[src/rtl/clb_cfg_loader_if.sv]
`timescale 1ns/1ps
// Bit-stream input and configuration-word output of the CLB config loader.
// master = loader side, slave = bitstream source plus CLB array side.
interface clb_cfg_loader_if #(
  parameter int CFG_W  = 37,
  parameter int ADDR_W = 4
);
  logic              DIN;
  logic              DIN_VALID;
  logic              DIN_READY;
  logic [CFG_W-1:0]  CFG_DATA;
  logic [ADDR_W-1:0] CFG_ADDR;
  logic              CFG_VALID;
  logic              CFG_READY;
  logic              DONE;
  logic              ERR;
  logic [1:0]        ERR_CODE;

  modport master (
    input  DIN, DIN_VALID, CFG_READY,
    output DIN_READY, CFG_DATA, CFG_ADDR, CFG_VALID, DONE, ERR, ERR_CODE
  );

  modport slave (
    output DIN, DIN_VALID, CFG_READY,
    input  DIN_READY, CFG_DATA, CFG_ADDR, CFG_VALID, DONE, ERR, ERR_CODE
  );
endinterface

[src/rtl/clb_cfg_loader.sv]
`timescale 1ns/1ps
// Serial configuration loader: checks leader/preamble/count/framing of a bitstream
// and delivers each parity-checked CLB word with its address over valid/ready.
module clb_cfg_loader #(
  parameter int         CFG_W      = 37,
  parameter int         NUM_CLB    = 9,
  parameter int         ADDR_W     = 4,
  parameter int         LEADER_MIN = 4,
  parameter logic [3:0] PREAMBLE   = 4'b0010
) (
  input logic              K,
  input logic              RSTN,
  clb_cfg_loader_if.master bus
);
  localparam int CNT_W  = $clog2(CFG_W + 1);
  localparam int ONES_W = $clog2(LEADER_MIN + 1);

  typedef enum logic [3:0] {
    S_IDLE, S_PRE, S_LEN, S_START, S_DATA, S_PAR, S_HOLD, S_POST, S_DONE, S_ERROR
  } state_t;

  state_t            state_reg, state_next;
  logic [CNT_W-1:0]  bit_cnt_reg;
  logic [ONES_W-1:0] ones_cnt_reg;
  logic [CFG_W-1:0]  shift_reg;
  logic              par_reg;
  logic [ADDR_W-1:0] frame_idx_reg;
  logic [CFG_W-1:0]  cfg_data_reg;
  logic [ADDR_W-1:0] cfg_addr_reg;
  logic [1:0]        err_code_reg;

  logic       take;
  logic       leader_ok;
  logic       pre_bit;
  logic       last_frame;
  logic [7:0] len_word;

  // No bit is consumed while a word waits for the array.
  assign take       = bus.DIN_VALID && (state_reg != S_HOLD);
  assign leader_ok  = ones_cnt_reg >= ONES_W'(LEADER_MIN);
  assign pre_bit    = PREAMBLE[2'd2 - bit_cnt_reg[1:0]];
  assign last_frame = frame_idx_reg == ADDR_W'(NUM_CLB - 1);
  assign len_word   = {shift_reg[6:0], bus.DIN};

  always_ff @(posedge K) begin
    if (!RSTN) state_reg <= S_IDLE;
    else       state_reg <= state_next;
  end

  always_comb begin
    state_next = state_reg;
    unique case (state_reg)
      S_IDLE:  if (take && !bus.DIN && leader_ok) state_next = S_PRE;
      S_PRE:   if (take) begin
                 if (bus.DIN != pre_bit)            state_next = S_IDLE;
                 else if (bit_cnt_reg == CNT_W'(2)) state_next = S_LEN;
               end
      S_LEN:   if (take && bit_cnt_reg == CNT_W'(7))
                 state_next = (len_word != 8'(NUM_CLB)) ? S_ERROR : S_START;
      S_START: if (take) state_next = bus.DIN ? S_ERROR : S_DATA;
      S_DATA:  if (take && bit_cnt_reg == CNT_W'(CFG_W - 1)) state_next = S_PAR;
      S_PAR:   if (take) state_next = (par_reg ^ bus.DIN) ? S_ERROR : S_HOLD;
      S_HOLD:  if (bus.CFG_READY) state_next = last_frame ? S_POST : S_START;
      S_POST:  if (take) begin
                 if (!bus.DIN)                      state_next = S_ERROR;
                 else if (bit_cnt_reg == CNT_W'(3)) state_next = S_DONE;
               end
      S_DONE:  state_next = S_DONE;
      S_ERROR: state_next = S_ERROR;
      default: state_next = S_IDLE;
    endcase
  end

  always_ff @(posedge K) begin
    if (!RSTN) begin
      bit_cnt_reg   <= '0;
      ones_cnt_reg  <= '0;
      shift_reg     <= '0;
      par_reg       <= 1'b0;
      frame_idx_reg <= '0;
      cfg_data_reg  <= '0;
      cfg_addr_reg  <= '0;
      err_code_reg  <= 2'd0;
    end else begin
      // Field bit counter restarts on every state change.
      if (state_next != state_reg) bit_cnt_reg <= '0;
      else if (take)               bit_cnt_reg <= bit_cnt_reg + 1'b1;

      if (take && state_reg == S_IDLE)
        ones_cnt_reg <= !bus.DIN ? '0 : (leader_ok ? ones_cnt_reg : ones_cnt_reg + 1'b1);

      if (take && (state_reg == S_LEN || state_reg == S_DATA))
        shift_reg <= {shift_reg[CFG_W-2:0], bus.DIN};

      if (take && state_reg == S_START)     par_reg <= 1'b0;
      else if (take && state_reg == S_DATA) par_reg <= par_reg ^ bus.DIN;

      if (take && state_reg == S_PAR && state_next == S_HOLD) begin
        cfg_data_reg <= shift_reg;
        cfg_addr_reg <= frame_idx_reg;
      end

      if (state_reg == S_HOLD && bus.CFG_READY)
        frame_idx_reg <= frame_idx_reg + 1'b1;

      if (state_next == S_ERROR && state_reg != S_ERROR)
        err_code_reg <= (state_reg == S_LEN) ? 2'd1 : (state_reg == S_PAR) ? 2'd2 : 2'd3;
    end
  end

  always_comb begin
    bus.DIN_READY = (state_reg != S_HOLD);
    bus.CFG_VALID = (state_reg == S_HOLD);
    bus.DONE      = (state_reg == S_DONE);
    bus.ERR       = (state_reg == S_ERROR);
    bus.ERR_CODE  = err_code_reg;
    bus.CFG_DATA  = cfg_data_reg;
    bus.CFG_ADDR  = cfg_addr_reg;
  end
endmodule

[src/flat_wrapper.sv]
// flat-port wrapper written by rule: the top's interface ports become plain ports
module clb_cfg_loader_flat 
#(
  parameter int         CFG_W      = 37,
  parameter int         NUM_CLB    = 9,
  parameter int         ADDR_W     = 4,
  parameter int         LEADER_MIN = 4,
  parameter logic [3:0] PREAMBLE   = 4'b0010
)
  (K, RSTN, bus_DIN, bus_DIN_VALID, bus_CFG_READY, bus_DIN_READY, bus_CFG_DATA, bus_CFG_ADDR, bus_CFG_VALID, bus_DONE, bus_ERR, bus_ERR_CODE);
  clb_cfg_loader_if #(.CFG_W(CFG_W), .ADDR_W(ADDR_W)) bus_i ();
  input logic K;
  input logic RSTN;
  input wire logic [$bits(bus_i.DIN)-1:0] bus_DIN;
  input wire logic [$bits(bus_i.DIN_VALID)-1:0] bus_DIN_VALID;
  input wire logic [$bits(bus_i.CFG_READY)-1:0] bus_CFG_READY;
  output wire logic [$bits(bus_i.DIN_READY)-1:0] bus_DIN_READY;
  output wire logic [$bits(bus_i.CFG_DATA)-1:0] bus_CFG_DATA;
  output wire logic [$bits(bus_i.CFG_ADDR)-1:0] bus_CFG_ADDR;
  output wire logic [$bits(bus_i.CFG_VALID)-1:0] bus_CFG_VALID;
  output wire logic [$bits(bus_i.DONE)-1:0] bus_DONE;
  output wire logic [$bits(bus_i.ERR)-1:0] bus_ERR;
  output wire logic [$bits(bus_i.ERR_CODE)-1:0] bus_ERR_CODE;
  assign bus_i.DIN = bus_DIN;
  assign bus_i.DIN_VALID = bus_DIN_VALID;
  assign bus_i.CFG_READY = bus_CFG_READY;
  assign bus_DIN_READY = bus_i.DIN_READY;
  assign bus_CFG_DATA = bus_i.CFG_DATA;
  assign bus_CFG_ADDR = bus_i.CFG_ADDR;
  assign bus_CFG_VALID = bus_i.CFG_VALID;
  assign bus_DONE = bus_i.DONE;
  assign bus_ERR = bus_i.ERR;
  assign bus_ERR_CODE = bus_i.ERR_CODE;
  clb_cfg_loader #(.CFG_W(CFG_W), .NUM_CLB(NUM_CLB), .ADDR_W(ADDR_W), .LEADER_MIN(LEADER_MIN), .PREAMBLE(PREAMBLE)) u_core (.K(K), .RSTN(RSTN), .bus(bus_i));
endmodule
[config.mk]
export PLATFORM = sky130hd
export DESIGN_NAME = clb_cfg_loader_flat
export DESIGN_NICKNAME = d
export VERILOG_FILES = /design/src/rtl/clb_cfg_loader_if.sv /design/src/rtl/clb_cfg_loader.sv /design/src/flat_wrapper.sv
export SDC_FILE = /design/constraint.sdc
export NUM_CORES = 1
export LEC_CHECK = 0
export ABC_AREA = 1
export CAP_MARGIN = 20
export CORE_MARGIN = 2
export CORE_UTILIZATION = 55
export DETAILED_ROUTE_END_ITERATION = 6
export PLACE_DENSITY = 0.87
export SYNTH_ARGS = -nofsm -noshare
export SYNTH_HDL_FRONTEND = slang
export SYNTH_SLANG_ARGS = --single-unit
[constraint.sdc]
create_clock -name K -period 1.9 [get_ports K]
set_clock_uncertainty 0.15 [all_clocks]
set_input_delay 0.19 -clock K [delete_from_list [all_inputs] [get_ports K]]
set_output_delay 0.19 -clock K [all_outputs]
set_load 0.03 [all_outputs]
==> results.toml, run 1 <==
[place]
place_inst = 714
gp_congestion = 0.953
portBuffers = 51
pre_cts_slack_ps = -292
hpwl_um = 6920

[cells_and_area]
final_cell_mix = "dfxtp_1 (92), nor2_1 (88), o21ai_0 (81)"
fillCellCount = 559
drive_gt1_share_pct = 20.0
syn_to_final_growth_pct = 31.4
nNetsFinal = 647
layout_commonest_cell = "dfxtp_1"
stdcell_count = 739
antenna-diode-count = 0

[drt]
vias = 3966
remaining_drc_errors = 0
vias_per_cell = 5.37
dr.pass1.iters = 6
wl_per_cell_um = 14.3
wl_um = 10600
drt_iter0_drc = 207
detail-route-antenna-nets = 0

[worst_setup_path]
cp_max_fo = 6
endpoint_kind = "register"
crit_start = "u_core.state_reg[1]"
reg2reg_depth = 12
timing.rr.start = "u_core.state_reg[1]"
critPathCapture = "u_core.bit_cnt_reg[2]"
ff2ff_setup_slack_ps = -70
max_stage_delay_ps = 380
critPathKind = "reg -> reg"
crit_arrival_ps = 2120
crit_cells = 12
path_buf_inv = 2
crit_top_cell = "nor2_4"
cp_top_family = "simple AND/OR/NAND/NOR gates"
required_ps = 2050
slowest_stage = "dfxtp_2"
start_kind = "register"
worstReg2RegEnd = "u_core.bit_cnt_reg[2]"
crit_path_cell_trace = "buf_6 > nand2_4 > nor2_4 > nor2_4 > buf_6 > nand3_2 > nand2_2 > nor2_4 > nand3_2 > nand2_2 > nand3_4 > nor3_4"

[hold_path]
hp-class = "in -> reg"

[clocking]
clockRootBuffer = "clkbuf_8"
hold_buffers = 0
cts_tree = "built"
clockBufferDepth = 2
h-tree-depth = 3
cts_buffers = 9
cts.clk_slew.worst_paths_ps = 110
cts_sinks = 98
clk_latency_ps = 370

[synthesis]
synthCells = 545
ys_types = 32
synth_edf_count = 0
yosysWarningCount = 0
ys_seq_area_share_pct = 47.3
yosysTopAreaCellShare_pct = 47.3
synth_area_leaders = "dfxtp_1 (47%), o21ai_0 (10%), nor2_1 (8.6%)"
yosys_register_bits = 98
synth_nets = 557
avgSynthCellArea_um2 = 7.62
async_flop_share_pct = 0
synth_area_um2 = 4150
synthFlopType = "dfxtp_1"
yosysTopAreaCell = "dfxtp_1"

[pwr]
total_leakage_power_nw = 2.27
vdd_drop_max_v = 0.000449
total_power_mw = 3.59
p_per_area_nw_per_um2 = 658

[job]
drv_cap = 0

[floorplanning]
rows = 31
fp.dieArea_um2 = 8260
core_area_um2 = 7290
initial_core_util_pct = 56.9
die_x_um = 90.9
ios = 52
fp.dieH_um = 90.9

[timing]
fmax_ghz = 0.507
fin_crit_sh_pct = 104
relSlewSlack_pct = 75.5
hold_viol_final = 0
worst_pin_slew_ps = 367
fin_ws_ps = -70.7
slew_viol_final = 0
rsz0062_at_grt = "yes"
setup_viol = 6
period_needed_ps = 1970
hold_ws_ps = 50.9

[grt]
grt-ovfl-total = 0
grt_max_degree = 50
grt_pass1_wl_um = 16500
grt_usage_pct = 24.2
antenna_found_initial = 0
grt_pass1_vias = 3734

[status]
violations = "negative setup slack"
outcome = "finished, violations left"
## worst reg2reg max path, stage by stage (launching register included)
cell and delay [ps]:
dfxtp_2 380, buf_6 130, nand2_4 60, nor2_4 190
nor2_4 100, buf_6 130, nand3_2 60, nand2_2 70
nor2_4 110, nand3_2 90, nand2_2 90, nand3_4 150
nor3_4 210
## worst min-delay path by stage
stage                            start                      end  slack, ps  depth (start not counted)
2_1_floorplan            bus_CFG_READY  u_core.frame_idx_reg[2]        220                          2
3_3_place_gp   u_core.bus.CFG_DATA[21]  u_core.bus.CFG_DATA[21]        280                          2
3_5_place_dp   u_core.bus.CFG_DATA[20]  u_core.bus.CFG_DATA[20]        280                          2
4_1_cts                           RSTN  u_core.bus.CFG_DATA[15]         30                          3
5_1_grt                           RSTN     u_core.shift_reg[15]         60                          3
6_report                          RSTN  u_core.bus.CFG_DATA[15]         50                          3
## cell usage after synthesis, types with 4 or more instances
| master | number |
|---|---|
| ha_1 | 7 |
| a21oi_1 | 56 |
| nor3_2 | 6 |
| nand4_1 | 4 |
| buf_4 | 4 |
| o21ai_0 | 85 |
| inv_2 | 4 |
| nand3_1 | 20 |
| nand2_1 | 38 |
| buf_2 | 4 |
| xor2_1 | 4 |
| nor3_1 | 10 |
| inv_1 | 65 |
| nor2_1 | 95 |
| clkbuf_1 | 17 |
| dfxtp_1 | 98 |
## area by class of cell
cell class / instances / area [um^2] / share of cell area, %
Clock buffer: 9 / 124 / 2.27
Clock inverter: 7 / 72.6 / 1.33
Inverter: 70 / 278 / 5.09
Multi-Input combinational cell: 349 / 1910 / 35.1
Sequential cell: 98 / 1970 / 36.2
Tap cell: 99 / 124 / 2.27
Timing Repair Buffer: 107 / 971 / 17.8
## cell families (layout without fill, tap and decap cells)
| kind of cell | count (synthesis) | count (layout) | synth area share [%] |
|---|---|---|---|
| xor gates and xnor gates | 6 | 6 | 1.27 |
| buffers and inverters | 98 | 193 | 9.82 |
| AOI/OAI and AO/OA | 145 | 145 | 17.6 |
| adders and majority gates | 7 | 7 | 2.11 |
| DFF | 98 | 98 | 47.3 |
| and+or+nand+nor | 191 | 191 | 21.9 |
## metrics by stage
| step | instance area (um^2) | utilization (%) | TNS [ps] |
|---|---|---|---|
| after floorplan | 4150 | - | 0 |
| after global placement | 5030 | 69.0 | -10560 |
| after detailed placement | 5030 | 69.0 | -14070 |
| after CTS | 5250 | 72.0 | 0 |
| after global routing | 5460 | 74.8 | -619 |
| final | 5460 | 74.8 | -274 |
## what timing repair did
| action | 4_1_cts | 5_1_grt |
|---|---|---|
| setup buffers | 2 | 7 |
| pin swaps | 2 | 17 |
| endpoints found under the setup margin | 46 | 58 |
| resized for setup | 10 | 51 |
## layer usage
metal	routed length (um)	global-route usage, %
met5	0	0
met4	301	10.6
met3	507	3.42
met2	5410	43.3
met1	4330	28.8
## report_power, final
part,switching (mW),internal (mW)
Clock,0.810,0.515
Sequential,0.00724,2.06
Combinational,0.120,0.0786
Power figures use the tool's default switching activity.
==> run 2: changes to the inputs <==
--- a/config.mk
+++ b/config.mk
@@ -11,6 +11,7 @@
 export CORE_UTILIZATION = 55
 export DETAILED_ROUTE_END_ITERATION = 6
 export PLACE_DENSITY = 0.87
+export SKIP_LAST_GASP = 1
 export SYNTH_ARGS = -nofsm -noshare
 export SYNTH_HDL_FRONTEND = slang
 export SYNTH_SLANG_ARGS = --single-unit
==> run 2 against run 1 <==
Compared with the run above:
- the run still ends with negative setup slack left
- worst setup slack gained 23 ps
- via count decreased by 0.58%
- wire length fell by 2.3%
- die area stayed put
- critical path type unchanged
- largest cell class unchanged
- highest routed layer unchanged
==> results.toml, run 2 (synthesized netlist as in run 1, its figures left out) <==
[timing]
fin_setup_tns_ps = -121
fin_crit_sh_pct = 103
period_needed_ps = 1950
relSlewSlack_pct = 76.9
rsz0062_at_grt = "yes"
hold_viol_final = 0
worst_pin_slew_ps = 345
setup_viol = 5
fmax_ghz = 0.513
slew_viol_final = 0
fin_ws_ps = -47.6

[worst_setup_path]
max_stage_delay_ps = 360
endpoint_kind = "register"
ff2ff_setup_slack_ps = -50
path_buf_inv = 2
worstReg2RegEnd = "u_core.bit_cnt_reg[2]"
crit_top_cell = "nor2_4"
crit_path_cell_trace = "buf_6 > nand2_4 > nor2_4 > nor2_4 > buf_6 > nand3_2 > nand2_2 > nor2_4 > nand3_2 > nand2_2 > nand3_4 > nor3_4"
start_kind = "register"
required_ps = 2050
crit_arrival_ps = 2090
crit_cells = 12
slowest_stage = "dfxtp_2"
crit_start = "u_core.state_reg[1]"
timing.rr.start = "u_core.state_reg[1]"
cp_top_family = "simple AND/OR/NAND/NOR gates"
critPathKind = "reg -> reg"
cp_max_fo = 8
critPathCapture = "u_core.bit_cnt_reg[2]"
reg2reg_depth = 12

[place]
portBuffers = 51
placed_cell_area_um2 = 5030
gp_congestion = 0.953
hpwl_um = 6920

[cells_and_area]
antenna-diode-count = 0
nNetsFinal = 648
layout_commonest_cell = "dfxtp_1"
syn_to_final_growth_pct = 30.8
stdcell_area_um2 = 5430
final_cell_mix = "dfxtp_1 (92), nor2_1 (91), o21ai_0 (81)"
drive_gt1_share_pct = 19.2
fin_util_pct = 74.5

[floorplanning]
ios = 52
rows = 31
initial_core_util_pct = 56.9
die_x_um = 90.9
fp.dieArea_um2 = 8260
core_area_um2 = 7290
fp.dieH_um = 90.9

[pwr]
internal-power_mw = 2.65
p_sw_share_pct = 25.8
p_per_area_nw_per_um2 = 657
total_leakage_power_nw = 2.27
combPwrFrac_pct = 5.3
switchingPower_mw = 0.920
power.share.clock_pct = 36.8
power_frac_seq_pct = 57.9
vdd_drop_max_v = 0.000398

[drt]
wl_met2_um = 5430
vias_per_cell = 5.33
wl_per_cell_um = 13.9
wl_um = 10300
wl_met3_um = 464
drt_iter0_drc = 251
remaining_drc_errors = 0
vias = 3943
detail-route-antenna-nets = 0
routed.top_layer = "met4"
dr.pass1.iters = 5
wl_met1_um = 4220

[status]
violations = "negative setup slack"
outcome = "finished, violations left"

[clocking]
cts.clk_slew.worst_paths_ps = 110
cts_sinks = 98
cts_buffers = 9
clockRootBuffer = "clkbuf_8"
clockBufferDepth = 2
cts_tree = "built"
clk_latency_ps = 380
hold_buffers = 0
h-tree-depth = 3

[grt]
antenna_found_initial = 0
grt_pass1_wl_um = 16500
grt_usage_pct = 24.2
grt_pass1_vias = 3734
grt_max_degree = 50
grt-ovfl-total = 0

[job]
drv_cap = 0

[hold_path]
hp-class = "in -> reg"
min-delay-start = "RSTN"
==> run 2: cell types whose count changed in the layout (fill, tap and decap cells not counted), moves of 2 or more <==
cell / before / now
nand2_1: 33 / 35
nor2_1: 88 / 91
nor2_2: 6 / 3
nor3_1: 7 / 9
nor3_2: 7 / 5
==> run 2: area by class of cell <==
cell class / count / area [um^2]
flip-flops and latches: 98 / 1970
multi-input cells: 349 / 1870
fillers: 560 / 1860
repair buffers: 108 / 988
inverters: 70 / 278
clock buffers: 9 / 124
well taps: 99 / 124
clock inverters: 7 / 72.6
==> run 2: metrics by stage <==
| stage | power [mW] | cells | hold slack, ps | setup WS [ps] |
|---|---|---|---|---|
| final | 3.57 | 740 | 42.7 | -47.6 |
| after global routing | 3.70 | 740 | 61.0 | -134 |
| after CTS | 3.58 | 732 | 25.1 | -12.9 |
| after detailed placement | 2.28 | 714 | 284 | -292 |
| after global placement | 2.27 | 714 | 281 | -245 |
| after floorplan | 2.22 | 545 | 221 | 55.1 |
==> run 2: per-layer routing <==
metal / track usage, % / vias to the layer above
met1: 28.8 / 1845
met3: 3.42 / 19
met5: 0 / -
met2: 43.3 / 132
li1: - / 1947
met4: 10.6 / 0
==> run 2: tightest hold or removal path: cells and delay by family <==
| kind | cells | cell delay (ps) |
|---|---|---|
| buf+inv | 1 | 190 |
| compound gates | 2 | 140 |
==> run 2: worst min path at each step <==
stage | cells after the start | to | slack (ps)
after floorplan | 2 | u_core.frame_idx_reg[2] | 220
after global placement | 2 | u_core.bus.CFG_DATA[21] | 280
after detailed placement | 2 | u_core.bus.CFG_DATA[20] | 280
after CTS | 3 | u_core.bus.CFG_DATA[15] | 30
after global routing | 3 | u_core.shift_reg[15] | 60
final | 3 | u_core.bus.CFG_DATA[15] | 40
==> run 2: what timing repair did <==
action,4_1_cts,5_1_grt
gates resized for setup,8,40
cloned,0,1
buffers inserted,2,7
setup endpoints to repair,46,58
pin swaps,1,18
==> run 2: power groups by stage <==
stage / Sequential [mW] / Clock [mW] / Combinational (mW)
floorplan: 2.11 / 0 / 0.107
global placement: 2.11 / 0 / 0.160
detailed placement: 2.11 / 0 / 0.165
CTS: 2.07 / 1.35 / 0.167
global route: 2.07 / 1.43 / 0.209
finish: 2.07 / 1.31 / 0.189
==> run 3: changes to the inputs <==
--- a/config.mk
+++ b/config.mk
@@ -11,7 +11,9 @@
 export CORE_UTILIZATION = 55
 export DETAILED_ROUTE_END_ITERATION = 6
 export PLACE_DENSITY = 0.87
+export SKIP_CTS_REPAIR_TIMING = 1
 export SKIP_LAST_GASP = 1
+export SLEW_MARGIN = 25
 export SYNTH_ARGS = -nofsm -noshare
 export SYNTH_HDL_FRONTEND = slang
 export SYNTH_SLANG_ARGS = --single-unit
==> run 3 against run 2 <==
Compared with the run above:
- the run still ends with negative setup slack left
- critical path depth stayed put
- hold slack improved by 9.6 ps
- sequential power about the same
- first-iteration DRC count decreased by 5.2%
- combinational power grew 5%
- global-route usage shrank 0.18 points
- sequential share of layout area is 0.78 points lower
- largest cell class unchanged
- largest power group unchanged
==> results.toml, run 3 (synthesized netlist as in run 1, its figures left out) <==
[grt]
grt-ovfl-total = 0
grt_pass1_vias = 3701
grt_pass1_wl_um = 16300
grt_max_degree = 50
antenna_found_initial = 0
grt_usage_pct = 24.0

[worst_setup_path]
cp_top_family = "simple AND/OR/NAND/NOR gates"
start_kind = "register"
path_buf_inv = 2
crit_path_cell_trace = "buf_6 > nand2_8 > nor2_4 > nor2_4 > buf_6 > nand3_2 > nand2_2 > nor2_4 > nand3_2 > nand2_2 > nand3_4 > nor3_4"
slowest_stage = "dfxtp_2"
timing.rr.start = "u_core.state_reg[2]"
critPathKind = "reg -> reg"
crit_arrival_ps = 2120
crit_top_cell = "nor2_4"
endpoint_kind = "register"
cp_max_fo = 6
required_ps = 2050
max_stage_delay_ps = 350
crit_start = "u_core.state_reg[2]"

[clocking]
cts_tree = "built"
cts.clk_slew.worst_paths_ps = 110
cts_sinks = 98
cts_buffers = 9
clockBufferDepth = 2
h-tree-depth = 3
clockRootBuffer = "clkbuf_8"
clk_latency_ps = 370

[timing]
rsz0062_at_grt = "yes"
fin_ws_ps = -66.5
fmax_ghz = 0.509
setup_viol = 7
worst_pin_slew_ps = 350
fin_setup_tns_ps = -280
slew_viol_final = 0
hold_ws_ps = 52.3
fin_crit_sh_pct = 104
relSlewSlack_pct = 76.7
period_needed_ps = 1970
hold_viol_final = 0

[place]
gp_congestion = 0.953
hpwl_um = 6920
pre_cts_slack_ps = -292
portBuffers = 51

[pwr]
vdd_drop_max_v = 0.000387
total_power_mw = 3.59
total_leakage_power_nw = 2.34
p_per_area_nw_per_um2 = 647
switchingPower_mw = 0.932
internal-power_mw = 2.66
p_sw_share_pct = 26.0
power.share.clock_pct = 36.9
power_frac_seq_pct = 57.6
combPwrFrac_pct = 5.6

[floorplanning]
core_area_um2 = 7290
fp.dieH_um = 90.9
initial_core_util_pct = 56.9
die_x_um = 90.9
ios = 52
rows = 31
fp.dieArea_um2 = 8260

[hold_path]
hp-class = "in -> reg"
min-delay-start = "RSTN"

[cells_and_area]
syn_to_final_growth_pct = 33.7
antenna-diode-count = 0
final_cell_mix = "dfxtp_1 (92), nor2_1 (91), o21ai_0 (79)"
layout_commonest_cell = "dfxtp_1"
nNetsFinal = 653
fin_util_pct = 76.1
drive_gt1_share_pct = 20.1

[drt]
drt_iter0_drc = 238
dr.pass1.iters = 5
wl_per_cell_um = 14.3
remaining_drc_errors = 0
detail-route-antenna-nets = 0
vias = 4014
wl_um = 10600
vias_per_cell = 5.39

[status]
outcome = "finished, violations left"
violations = "negative setup slack"

[job]
drv_cap = 0
## run 3: power groups by stage
| stage | Clock (mW) | Sequential [mW] | Combinational (mW) |
|---|---|---|---|
| finish | 1.32 | 2.06 | 0.199 |
| global route | 1.42 | 2.07 | 0.221 |
| CTS | 1.35 | 2.07 | 0.167 |
| detailed placement | 0 | 2.11 | 0.165 |
| global placement | 0 | 2.11 | 0.160 |
| floorplan | 0 | 2.11 | 0.107 |
## run 3: area by class of cell
class                   count  area, um^2
flip-flops and latches     98        1970
inverters                  70         290
well taps                  99         124
fillers                   539        1740
clock inverters             7        72.6
multi-input cells         349        1890
repair inverters            1        8.76
repair buffers            112        1060
clock buffers               9         124
## run 3: worst reg2reg max path, stage by stage, from the launching register on
cell	delay (ps)
dfxtp_2	350
buf_6	120
nand2_8	60
nor2_4	190
nor2_4	100
buf_6	120
nand3_2	60
nand2_2	70
nor2_4	100
nand3_2	110
nand2_2	110
nand3_4	150
nor3_4	200
## run 3: through the flow
step / instances / area, um^2
after CTS: 730 / 5230
after global routing: 745 / 5550
final: 745 / 5550
after detailed placement: 714 / 5030
after global placement: 714 / 5030
after floorplan: 545 / 4150
## run 3: worst paths after layout
| kind | slack [ps] | cells past startpoint | to |
|---|---|---|---|
| max | -70 | 12 | u_core.bit_cnt_reg[2] |
| min | 50 | 3 | u_core.bus.CFG_DATA[15] |
| max reg2reg | -70 | 12 | u_core.bit_cnt_reg[2] |
| min reg2reg | 300 | 2 | u_core.bus.CFG_DATA[20] |
## run 3: layer usage
layer  global-route usage (%)  wire [um]  up-vias
met3                     3.34        559       26
met1                     28.7       4380     1884
met2                     43.0       5490      146
li1                         -          -     1958
met4                     10.5        221        0
met5                        0          0        -
